$ cat config.mk
export PLATFORM = sky130hd
export DESIGN_NAME = led_s2p_rx_flat
export DESIGN_NICKNAME = d
export VERILOG_FILES = /design/src/rtl/led_s2p_rx_if.sv /design/src/rtl/led_s2p_rx.sv /design/src/flat_wrapper.sv
export SDC_FILE = /design/constraint.sdc
export NUM_CORES = 1
export LEC_CHECK = 0
export ABC_AREA = 1
export CELL_PAD_IN_SITES_DETAIL_PLACEMENT = 1
export CELL_PAD_IN_SITES_GLOBAL_PLACEMENT = 1
export CORE_ASPECT_RATIO = 1.4
export CORE_MARGIN = 2
export CORE_UTILIZATION = 44
export DETAILED_ROUTE_END_ITERATION = 8
export PLACE_DENSITY = 0.86
export SLEW_MARGIN = 10
export SYNTH_ARGS = -nofsm -noshare
export SYNTH_HDL_FRONTEND = slang
export SYNTH_SLANG_ARGS = --single-unit
export TNS_END_PERCENT = 20
$ cat constraint.sdc
create_clock -name clk -period 3.3 [get_ports clk]
set_input_delay 0.66 -clock clk [delete_from_list [all_inputs] [get_ports clk]]
set_output_delay 0.66 -clock clk [all_outputs]
set_load 0.05 [all_outputs]
$ cat src/rtl/led_s2p_rx_if.sv
// Serial LED link bundle: the four TX-driven pins plus the rebuilt parallel word and status.
// The master side drives the link; the receiver uses the slave side.
interface led_s2p_rx_if #(
    parameter int unsigned DATA_BITS       = 16,
    parameter int unsigned DATA_COUNT_BITS = 5
);
    logic                       led_clk;
    logic                       led_sout;
    logic                       led_clrn;
    logic                       LED_PEN;
    logic [DATA_BITS-1:0]       P_out;
    logic                       valid;
    logic                       frame_err;
    logic [DATA_COUNT_BITS-1:0] bit_cnt;

    modport master (
        output led_clk, led_sout, led_clrn, LED_PEN,
        input  P_out, valid, frame_err, bit_cnt
    );

    modport slave (
        input  led_clk, led_sout, led_clrn, LED_PEN,
        output P_out, valid, frame_err, bit_cnt
    );
endinterface

$ cat src/rtl/led_s2p_rx.sv
// LED link receiver: rebuilds the parallel word from the serial shift chain using only
// system-clock logic (74HC595-style chain with a separate output latch).
module led_s2p_rx #(
    parameter int unsigned DATA_BITS       = 16,
    parameter int unsigned DATA_COUNT_BITS = 5,
    parameter bit          INVERT_REVERSE  = 1'b1
) (
    input  logic        clk,
    input  logic        rstn,
    led_s2p_rx_if.slave bus
);

    typedef enum logic [1:0] {StIdle, StShift, StLatch} state_e;

    localparam logic [DATA_COUNT_BITS-1:0] FullCount = DATA_COUNT_BITS'(DATA_BITS);
    localparam logic [DATA_COUNT_BITS-1:0] OneCount  = DATA_COUNT_BITS'(1);

    logic [3:0]                 w_pins;
    logic [3:0]                 r_s1;
    logic [3:0]                 r_s2;
    logic [1:0]                 r_s3;
    logic                       w_clk_rise;
    logic                       w_pen_rise;
    logic                       w_sout;
    logic                       w_clrn;

    state_e                     r_state;
    state_e                     w_state_d;
    logic [DATA_BITS-1:0]       r_shreg;
    logic [DATA_BITS-1:0]       w_shreg_d;
    logic [DATA_BITS-1:0]       w_shifted;
    logic [DATA_COUNT_BITS-1:0] r_cnt;
    logic [DATA_COUNT_BITS-1:0] w_cnt_d;
    logic [DATA_COUNT_BITS-1:0] w_cnt_inc;
    logic [DATA_BITS-1:0]       w_decoded;
    logic [DATA_BITS-1:0]       r_p_out;
    logic                       r_valid;
    logic                       r_frame_err;

    assign w_pins = {bus.LED_PEN, bus.led_clrn, bus.led_sout, bus.led_clk};

    // Only led_clk and LED_PEN need the third stage; sout and clrn are used as levels.
    always_ff @(posedge clk or negedge rstn) begin
        if (!rstn) begin
            r_s1 <= '0;
            r_s2 <= '0;
            r_s3 <= '0;
        end else begin
            r_s1 <= w_pins;
            r_s2 <= r_s1;
            r_s3 <= {r_s2[3], r_s2[0]};
        end
    end

    assign w_clk_rise = r_s2[0] & ~r_s3[0];
    assign w_pen_rise = r_s2[3] & ~r_s3[1];
    assign w_sout     = r_s2[1];
    assign w_clrn     = r_s2[2];

    assign w_shifted = {r_shreg[DATA_BITS-2:0], w_sout};
    assign w_cnt_inc = (r_cnt == '1) ? r_cnt : r_cnt + OneCount;

    always_comb begin
        w_state_d = r_state;
        w_shreg_d = r_shreg;
        w_cnt_d   = r_cnt;
        if (!w_clrn) begin
            w_state_d = StIdle;
            w_shreg_d = '0;
            w_cnt_d   = '0;
        end else begin
            case (r_state)
                StIdle, StShift: begin
                    if (w_clk_rise) begin
                        w_shreg_d = w_shifted;
                        w_cnt_d   = w_cnt_inc;
                        w_state_d = StShift;
                    end
                    // A coincident shift lands in r_shreg before the latch reads it.
                    if (w_pen_rise) begin
                        w_state_d = StLatch;
                    end
                end
                StLatch: begin
                    w_cnt_d   = '0;
                    w_state_d = StIdle;
                    if (w_clk_rise) begin
                        w_shreg_d = w_shifted;
                        w_cnt_d   = OneCount;
                        w_state_d = StShift;
                    end
                end
                default: w_state_d = StIdle;
            endcase
        end
    end

    always_ff @(posedge clk or negedge rstn) begin
        if (!rstn) begin
            r_state <= StIdle;
            r_shreg <= '0;
            r_cnt   <= '0;
        end else begin
            r_state <= w_state_d;
            r_shreg <= w_shreg_d;
            r_cnt   <= w_cnt_d;
        end
    end

    always_comb begin
        w_decoded = '0;
        for (int i = 0; i < int'(DATA_BITS); i++) begin
            w_decoded[i] = INVERT_REVERSE ? ~r_shreg[int'(DATA_BITS) - 1 - i] : r_shreg[i];
        end
    end

    always_ff @(posedge clk or negedge rstn) begin
        if (!rstn) begin
            r_p_out     <= '0;
            r_valid     <= 1'b0;
            r_frame_err <= 1'b0;
        end else begin
            r_valid <= (r_state == StLatch);
            if (r_state == StLatch) begin
                r_p_out <= w_decoded;
                if (r_cnt != FullCount) begin
                    r_frame_err <= 1'b1;
                end
            end
        end
    end

    assign bus.P_out     = r_p_out;
    assign bus.valid     = r_valid;
    assign bus.frame_err = r_frame_err;
    assign bus.bit_cnt   = r_cnt;

endmodule

$ cat src/flat_wrapper.sv
// flat-port wrapper written by rule: the top's interface ports become plain ports
module led_s2p_rx_flat 
#(
    parameter int unsigned DATA_BITS       = 16,
    parameter int unsigned DATA_COUNT_BITS = 5,
    parameter bit          INVERT_REVERSE  = 1'b1
)
  (clk, rstn, bus_led_clk, bus_led_sout, bus_led_clrn, bus_LED_PEN, bus_P_out, bus_valid, bus_frame_err, bus_bit_cnt);
  led_s2p_rx_if #(.DATA_BITS(DATA_BITS), .DATA_COUNT_BITS(DATA_COUNT_BITS)) bus_i ();
  input  logic clk;
  input  logic rstn;
  input wire logic [$bits(bus_i.led_clk)-1:0] bus_led_clk;
  input wire logic [$bits(bus_i.led_sout)-1:0] bus_led_sout;
  input wire logic [$bits(bus_i.led_clrn)-1:0] bus_led_clrn;
  input wire logic [$bits(bus_i.LED_PEN)-1:0] bus_LED_PEN;
  output wire logic [$bits(bus_i.P_out)-1:0] bus_P_out;
  output wire logic [$bits(bus_i.valid)-1:0] bus_valid;
  output wire logic [$bits(bus_i.frame_err)-1:0] bus_frame_err;
  output wire logic [$bits(bus_i.bit_cnt)-1:0] bus_bit_cnt;
  assign bus_i.led_clk = bus_led_clk;
  assign bus_i.led_sout = bus_led_sout;
  assign bus_i.led_clrn = bus_led_clrn;
  assign bus_i.LED_PEN = bus_LED_PEN;
  assign bus_P_out = bus_i.P_out;
  assign bus_valid = bus_i.valid;
  assign bus_frame_err = bus_i.frame_err;
  assign bus_bit_cnt = bus_i.bit_cnt;
  led_s2p_rx #(.DATA_BITS(DATA_BITS), .DATA_COUNT_BITS(DATA_COUNT_BITS), .INVERT_REVERSE(INVERT_REVERSE)) u_core (.clk(clk), .rstn(rstn), .bus(bus_i));
endmodule
==> results.ini, run 1 <==
[worst_setup_path]
slowest_stage = clkdlybuf4s50_1
critical-path-top-delay-family = buffers and inverters
crit_path_start_kind = flip-flop
path_buf_inv = 1
max_stage_delay_ns = 0.83
critPathMaxFanout = 6
worst_setup_path_end_kind = primary output
path_class = reg -> out
rr_worst_depth = 9
r2r_slack_ns = 1.60
r2r-end = u_core.bus.bit_cnt[0]$_DFFE_PN0P_
path_cells = clkdlybuf4s50_1
r2r_start = u_core.bus.bit_cnt[0]$_DFFE_PN0P_
arrival_ns = 1.57
required_ns = 2.64

[die]
ios = 29
die_area_um2 = 5070
num_rows = 28
fp.coreArea_um2 = 4270
die_x_um = 60.8
start_util_pct = 46.4
die_h_um = 83.5

[synthesis]
synth_warnings = 0
yosys.area_share.xor_xnor_pct = 0
synth_fa_ha_area_share_pct = 1.89
synth_nets = 209
syn-cell-area_um2 = 1980
synth_top_family_by_area = simple AND/OR/NAND/NOR gates
synth.mux.area_fraction_pct = 0
synth_compound_area_share_pct = 5.42
netlist_instances = 200
ys_ff_latch = 51
synth.avg_cell_area_um2 = 9.92
yosys.cell_types.count = 20
yosys.area_share.simple_pct = 23.9
synth.yosys.seq_area_share_pct = 64.3

[timing]
fin_crit_sh_pct = 67.6
final.setup.tns_ns = 0
rsz0062_at_grt = false
post-route-min-period_ns = 2.23
fin_skew_ns = 0.00939
timing.fmax_ghz = 0.448
hold_viol = 0
setup_viol_count_final = 0
finalWorstSetupSlack_ns = 1.07
slew_headroom_pct = 58.9
drv_slew = 0
worst_slew_pin_slew_ns = 0.616

[min_path]
hold_path_depth = 0
holdCritStartpoint = u_core.r_s1[3]$_DFF_PN0_
whs_endpoint = u_core.r_s2[3]$_DFF_PN0_
min_path_type = reg -> reg

[clock_tree]
clk_latency_ns = 0.31
cts.sinks = 51
hold_buffers = 0
cts_resized = 0
htree_levels = 2
root_buffer = clkbuf_8
cts_buffers = 5
clockBufferDepth = 2
clk_pin_slew_ns = 0.08
cts_setup_buffers = 0
cts_tree = yes

[grt]
grt_use_total_pct = 18.3
grt_pass1_vias = 1510
overflow = 0
antenna_found_initial = 0
grt_pass1_wl_um = 7030
grt_max_degree = 52

[drt]
wl_per_cell_um = 13.7
via_count = 1422
route.detailed.drc = 0
drt_pass1_iterations = 4
drtIter0Drc = 62
ant_nets = 0
wl_um = 3960
via_per_inst = 4.90

[finish]
area_growth_pct = 20.6
multi_input_area_um2 = 619
diodes = 0
fill_cells = 502
layout-drive-gt1-share_pct = 7.83
final_util_pct = 56.0
nNetsFinal = 238
layout.cell_area.non_filler_um2 = 2390
regArea_um2 = 1280

[outcome]
outcome = finished, final reports clean

[placed_design]
portBuffers = 28
dp_slack_ns = 1.39
dpl.hpwl_um = 2680
post_dp_cell_area_um2 = 2290
gp_congestion = 0.766

[power]
power.density_nw_per_um2 = 598
power_leakage_nw = 1.22
finalPower_mw = 1.43
ir_worst_vdd_mv = 0.431

[job]
cap_violations = 0

==> metal layers <==
metal	routed length [µm]	vias up	track usage, %
li1	-	693	-
met1	1740	699	24.0
met2	2040	24	28.9
met3	117	6	4.65
met4	64	0	6.52
met5	0	-	0
==> how the worst max path moves through the flow <==
stage / slack, ns / depth (start not counted) / end / from
floorplan: 1.57 / 10 / u_core.bus.bit_cnt[0]$_DFFE_PN0P_ / u_core.bus.bit_cnt[1]$_DFFE_PN0P_
global placement: 1.42 / 1 / bus_bit_cnt[2] / u_core.bus.bit_cnt[2]$_DFFE_PN0P_
detailed placement: 1.39 / 1 / bus_bit_cnt[1] / u_core.bus.bit_cnt[1]$_DFFE_PN0P_
CTS: 1.05 / 1 / bus_bit_cnt[1] / u_core.bus.bit_cnt[1]$_DFFE_PN0P_
global route: 1.02 / 1 / bus_bit_cnt[2] / u_core.bus.bit_cnt[2]$_DFFE_PN0P_
finish: 1.07 / 1 / bus_bit_cnt[0] / u_core.bus.bit_cnt[0]$_DFFE_PN0P_
==> synthesized netlist by cell type (all sizes together) <==
| cell type | count | area share [%] |
|---|---|---|
| nand2 | 76 | 16 |
| dfrtp | 51 | 64 |
| nand3 | 19 | 4.8 |
| o21ai | 19 | 4.8 |
| inv | 13 | 2.5 |
| nor2 | 7 | 2.4 |
| buf | 5 | 1.8 |
| ha | 3 | 1.9 |
| nand4 | 3 | 0.95 |
| a21o | 1 | 0.38 |
| a21oi | 1 | 0.25 |
| clkbuf | 1 | 0.19 |
| nor3 | 1 | 0.25 |
==> area by class of cell <==
type,count,share of cell area [%]
clock inverter,1,0.366
timing repair buffer,28,11.6
inverter,13,2.04
sequential,51,53.3
tap,60,3.14
multi-input combinational,130,25.9
clock buffer,7,3.61
==> power breakdown <==
| part | internal, mW | switching, mW |
|---|---|---|
| sequential | 0.678 | 0.0321 |
| combinational | 0.107 | 0.244 |
| clock | 0.172 | 0.199 |
| total | 0.957 | 0.475 |
==> state kept, by name, summed over array words and instances, names as in the netlist <==
register,count
u_core.bus.P_out,16
u_core.r_shreg,16
u_core.bus.bit_cnt,5
u_core.r_s1,4
u_core.r_s2,4
u_core.r_s3,2
u_core.r_state,2
u_core.bus.frame_err,1
u_core.bus.valid,1
==> cell usage in the layout (no fill, tap or decap) <==
cell type and n:
nor2_1 4, clkbuf_1 1, dfrtp_1 51, clkbuf_8 6, o21ai_0 19, nand3_1 19, a21oi_1 1, ha_1 3
inv_2 2, inv_1 11, buf_4 1, nand2_2 3, nand4_1 3, nor3_1 1, clkinv_4 1, nor2_8 1
clkdlybuf4s50_1 27, nand2_4 2, nand2_1 71, a21o_1 1, nor2_2 2
==> logic make-up (layout without fill, tap and decap cells) <==
family / after synthesis / in the layout
AOI/OAI and AO/OA: 21 / 21
adders and majority gates: 3 / 3
buffers and inverters: 19 / 49
DFF: 51 / 51
and+or+nand+nor: 106 / 106
==> stage by stage <==
stage               instances  hold WS, ns
global route              290        0.370
floorplan                 200        0.331
CTS                       290        0.357
detailed placement        282        0.337
finish                    290        0.353
global placement          282        0.333
No activity file was read; power rests on OpenSTA's default activity.
==> inputs of run 2 (changes only) <==
--- a/config.mk
+++ b/config.mk
@@ -10,9 +10,9 @@
 export CELL_PAD_IN_SITES_GLOBAL_PLACEMENT = 1
 export CORE_ASPECT_RATIO = 1.4
 export CORE_MARGIN = 2
-export CORE_UTILIZATION = 44
+export CORE_UTILIZATION = 37
 export DETAILED_ROUTE_END_ITERATION = 8
-export PLACE_DENSITY = 0.86
+export PLACE_DENSITY = 0.77
 export SLEW_MARGIN = 10
 export SYNTH_ARGS = -nofsm -noshare
 export SYNTH_HDL_FRONTEND = slang
==> constraint.sdc (replaced) <==
create_clock -name clk -period 1.88 [get_ports clk]
set_input_delay 0.376 -clock clk [delete_from_list [all_inputs] [get_ports clk]]
set_output_delay 0.376 -clock clk [all_outputs]
set_load 0.05 [all_outputs]
==> run 2 against run 1 <==
  * Non-clock buffer count grew 4
  * Final area grew 1.4%
  * Clock power grew 100%
  * Critical endpoint is now bus_valid
  * Count of clock-buffer cells in the layout shrank 2
  * Hold slack is essentially flat
  * Global-route usage shrank 3.4 points
  * Setup slack lost 1.0 ns
  * Cell count grew 3.4%
==> results.ini, run 2 (synthesized netlist as in run 1, its figures left out) <==
[finish]
fill_cells = 588  ; was 502
area_growth_pct = 22.2  ; was 20.6%
diodes = 0  ; unchanged
regArea_um2 = 1280  ; unchanged
multi_input_area_um2 = 619  ; unchanged
final_util_pct = 47.0  ; was 56.0%
nNetsFinal = 242  ; was 238
mostFrequentLayoutCell = nand2_1  ; unchanged
fin_cells = 300  ; was 290
layout_common_cells = nand2_1 (71), dfrtp_1 (51), buf_4 (20), nand3_1 (19), o21ai_0 (19)  ; was nand2_1 (71), dfrtp_1 (51), clkdlybuf4s50_1 (27), nand3_1 (19), o21ai_0 (19)
layout-drive-gt1-share_pct = 17.1  ; was 7.83%

[worst_setup_path]
crit_path_start_kind = flip-flop  ; unchanged
path_class = reg -> out  ; unchanged
max_stage_delay_ns = 0.79  ; was 0.83 ns
r2r_slack_ns = 0.24  ; was 1.60 ns
path_buf_inv = 1  ; unchanged
r2r_start = u_core.bus.bit_cnt[0]$_DFFE_PN0P_  ; unchanged
worst_setup_path_end_kind = primary output  ; unchanged
arrival_ns = 1.43  ; was 1.57 ns
critPathMaxFanout = 1  ; was 6
critical-path-top-delay-family = buffers and inverters  ; unchanged
path_cells = clkdlybuf4s50_1  ; unchanged
r2r-end = u_core.bus.bit_cnt[2]$_DFFE_PN0P_  ; was u_core.bus.bit_cnt[0]$_DFFE_PN0P_
crit_path_start = u_core.bus.valid$_DFF_PN0_  ; was u_core.bus.bit_cnt[0]$_DFFE_PN0P_
required_ns = 1.50  ; was 2.64 ns
rr_worst_depth = 10  ; was 9
slowest_stage = clkdlybuf4s50_1  ; unchanged

[placed_design]
dpl.hpwl_um = 2750  ; was 2680 µm
portBuffers = 28  ; unchanged
gp_congestion = 0.793  ; was 0.766
place_inst = 291  ; was 282

[clock_tree]
cts_setup_buffers = 0  ; unchanged
clk_latency_ns = 0.30  ; was 0.31 ns
clk_pin_slew_ns = 0.09  ; was 0.08 ns
cts_buffers = 5  ; unchanged
cts_tree = yes  ; unchanged
clockBufferDepth = 2  ; unchanged
htree_levels = 2  ; unchanged
cts.sinks = 51  ; unchanged
root_buffer = clkbuf_8  ; unchanged

[die]
start_util_pct = 38.5  ; was 46.4%
num_rows = 31  ; was 28
die_x_um = 65.9  ; was 60.8 µm
die_h_um = 90.7  ; was 83.5 µm
fp.coreArea_um2 = 5160  ; was 4270 µm²
die_area_um2 = 5970  ; was 5070 µm²
ios = 29  ; unchanged

[drt]
wl_per_cell_um = 12.7  ; was 13.7 µm
drt_pass1_iterations = 4  ; unchanged
via_per_inst = 4.76  ; was 4.90
route.detailed.drc = 0  ; unchanged
via_count = 1428  ; was 1422
ant_nets = 0  ; unchanged
drtIter0Drc = 40  ; was 62
wl_um = 3810  ; was 3960 µm

[power]
power_leakage_nw = 1.31  ; was 1.22 nW
ir_worst_vdd_mv = 0.572  ; was 0.431 mV
finalPower_mw = 2.58  ; was 1.43 mW
power.density_nw_per_um2 = 1070  ; was 598 nW/µm²

[timing]
fin_crit_sh_pct = 96.2
rsz0062_at_grt = false  ; unchanged
final.setup.tns_ns = 0  ; unchanged
timing.fmax_ghz = 0.553
hold_viol = 0  ; unchanged
slew_headroom_pct = 66.8  ; was 58.9%
worst_slew_pin_slew_ns = 0.498  ; was 0.616 ns
post-route-min-period_ns = 1.81
fin_skew_ns = 0.00588  ; was 0.00939 ns
setup_viol_count_final = 0  ; unchanged
drv_slew = 0  ; unchanged

[grt]
grt_use_total_pct = 14.9  ; was 18.3%
grt_pass1_wl_um = 6880  ; was 7030 µm
antenna_found_initial = 0  ; unchanged
grt_max_degree = 26  ; was 52
grt_pass1_vias = 1472  ; was 1510
overflow = 0  ; unchanged

[min_path]
min_path_type = reg -> reg  ; unchanged
hold_path_depth = 0  ; unchanged
whs_endpoint = u_core.r_s2[3]$_DFF_PN0_  ; unchanged
holdCritStartpoint = u_core.r_s1[3]$_DFF_PN0_  ; unchanged

[outcome]
outcome = finished, final reports clean  ; unchanged

[job]
cap_violations = 0  ; unchanged

-- run 2: cell types whose count changed in the layout (fill, tap and decap cells not counted), sizes merged --
cell	previous run	this run
clkdlybuf4s50	27	5
buf	1	22
dlymetal6s2s	0	4
clkbuf	7	5
bufinv	0	1
clkinv	1	2
dlygate4sd3	0	1
-- run 2: layout make-up --
cell class	instances	area share [%]
tap	66	3.41
sequential	51	52.6
clock inverter	3	1.81
multi-input combinational	130	25.5
timing repair buffer	32	11.8
clock buffer	5	2.84
inverter	13	2.01
-- run 2: how the worst max path moves through the flow --
stage | endpoint | cells after the start
after floorplan | u_core.bus.bit_cnt[0]$_DFFE_PN0P_ | 10
after CTS | bus_P_out[3] | 1
after global routing | bus_valid | 1
final | bus_valid | 1
after detailed placement | u_core.bus.bit_cnt[1]$_DFFE_PN0P_ | 9
after global placement | u_core.bus.bit_cnt[0]$_DFFE_PN0P_ | 10
-- run 2: stage by stage --
step | hold slack, ns | setup WS [ns] | cell area (µm²)
after floorplan | 0.0804 | 0.148 | 1980
after global placement | 0.321 | 0.358 | 2290
after detailed placement | 0.323 | 0.277 | 2290
after CTS | 0.357 | 0.0225 | 2410
after global routing | 0.373 | 0.0314 | 2420
final | 0.353 | 0.0709 | 2420
-- run 2: power breakdown --
group / switching (mW) / leakage (nW) / internal, mW
combinational: 0.423 / 0.609 / 0.171
clock: 0.347 / 0.0581 / 0.396
sequential: 0.0570 / 0.643 / 1.19
total: 0.827 / 1.31 / 1.76
-- run 2: repair_timing --
item | in CTS | in global routing
endpoints found under the setup margin | 0 | 4
hold buffers | 1 | 0
gates resized for setup | 0 | 4
hold endpoints to repair | 15 | 0
-- run 2: per-layer routing --
metal,GRT usage (%),vias up,share of wire (%)
li1,-,707,-
met1,18.5,697,43
met2,25.0,18,52
met3,2.24,6,2.3
met4,6.77,0,2.3
met5,0,-,0
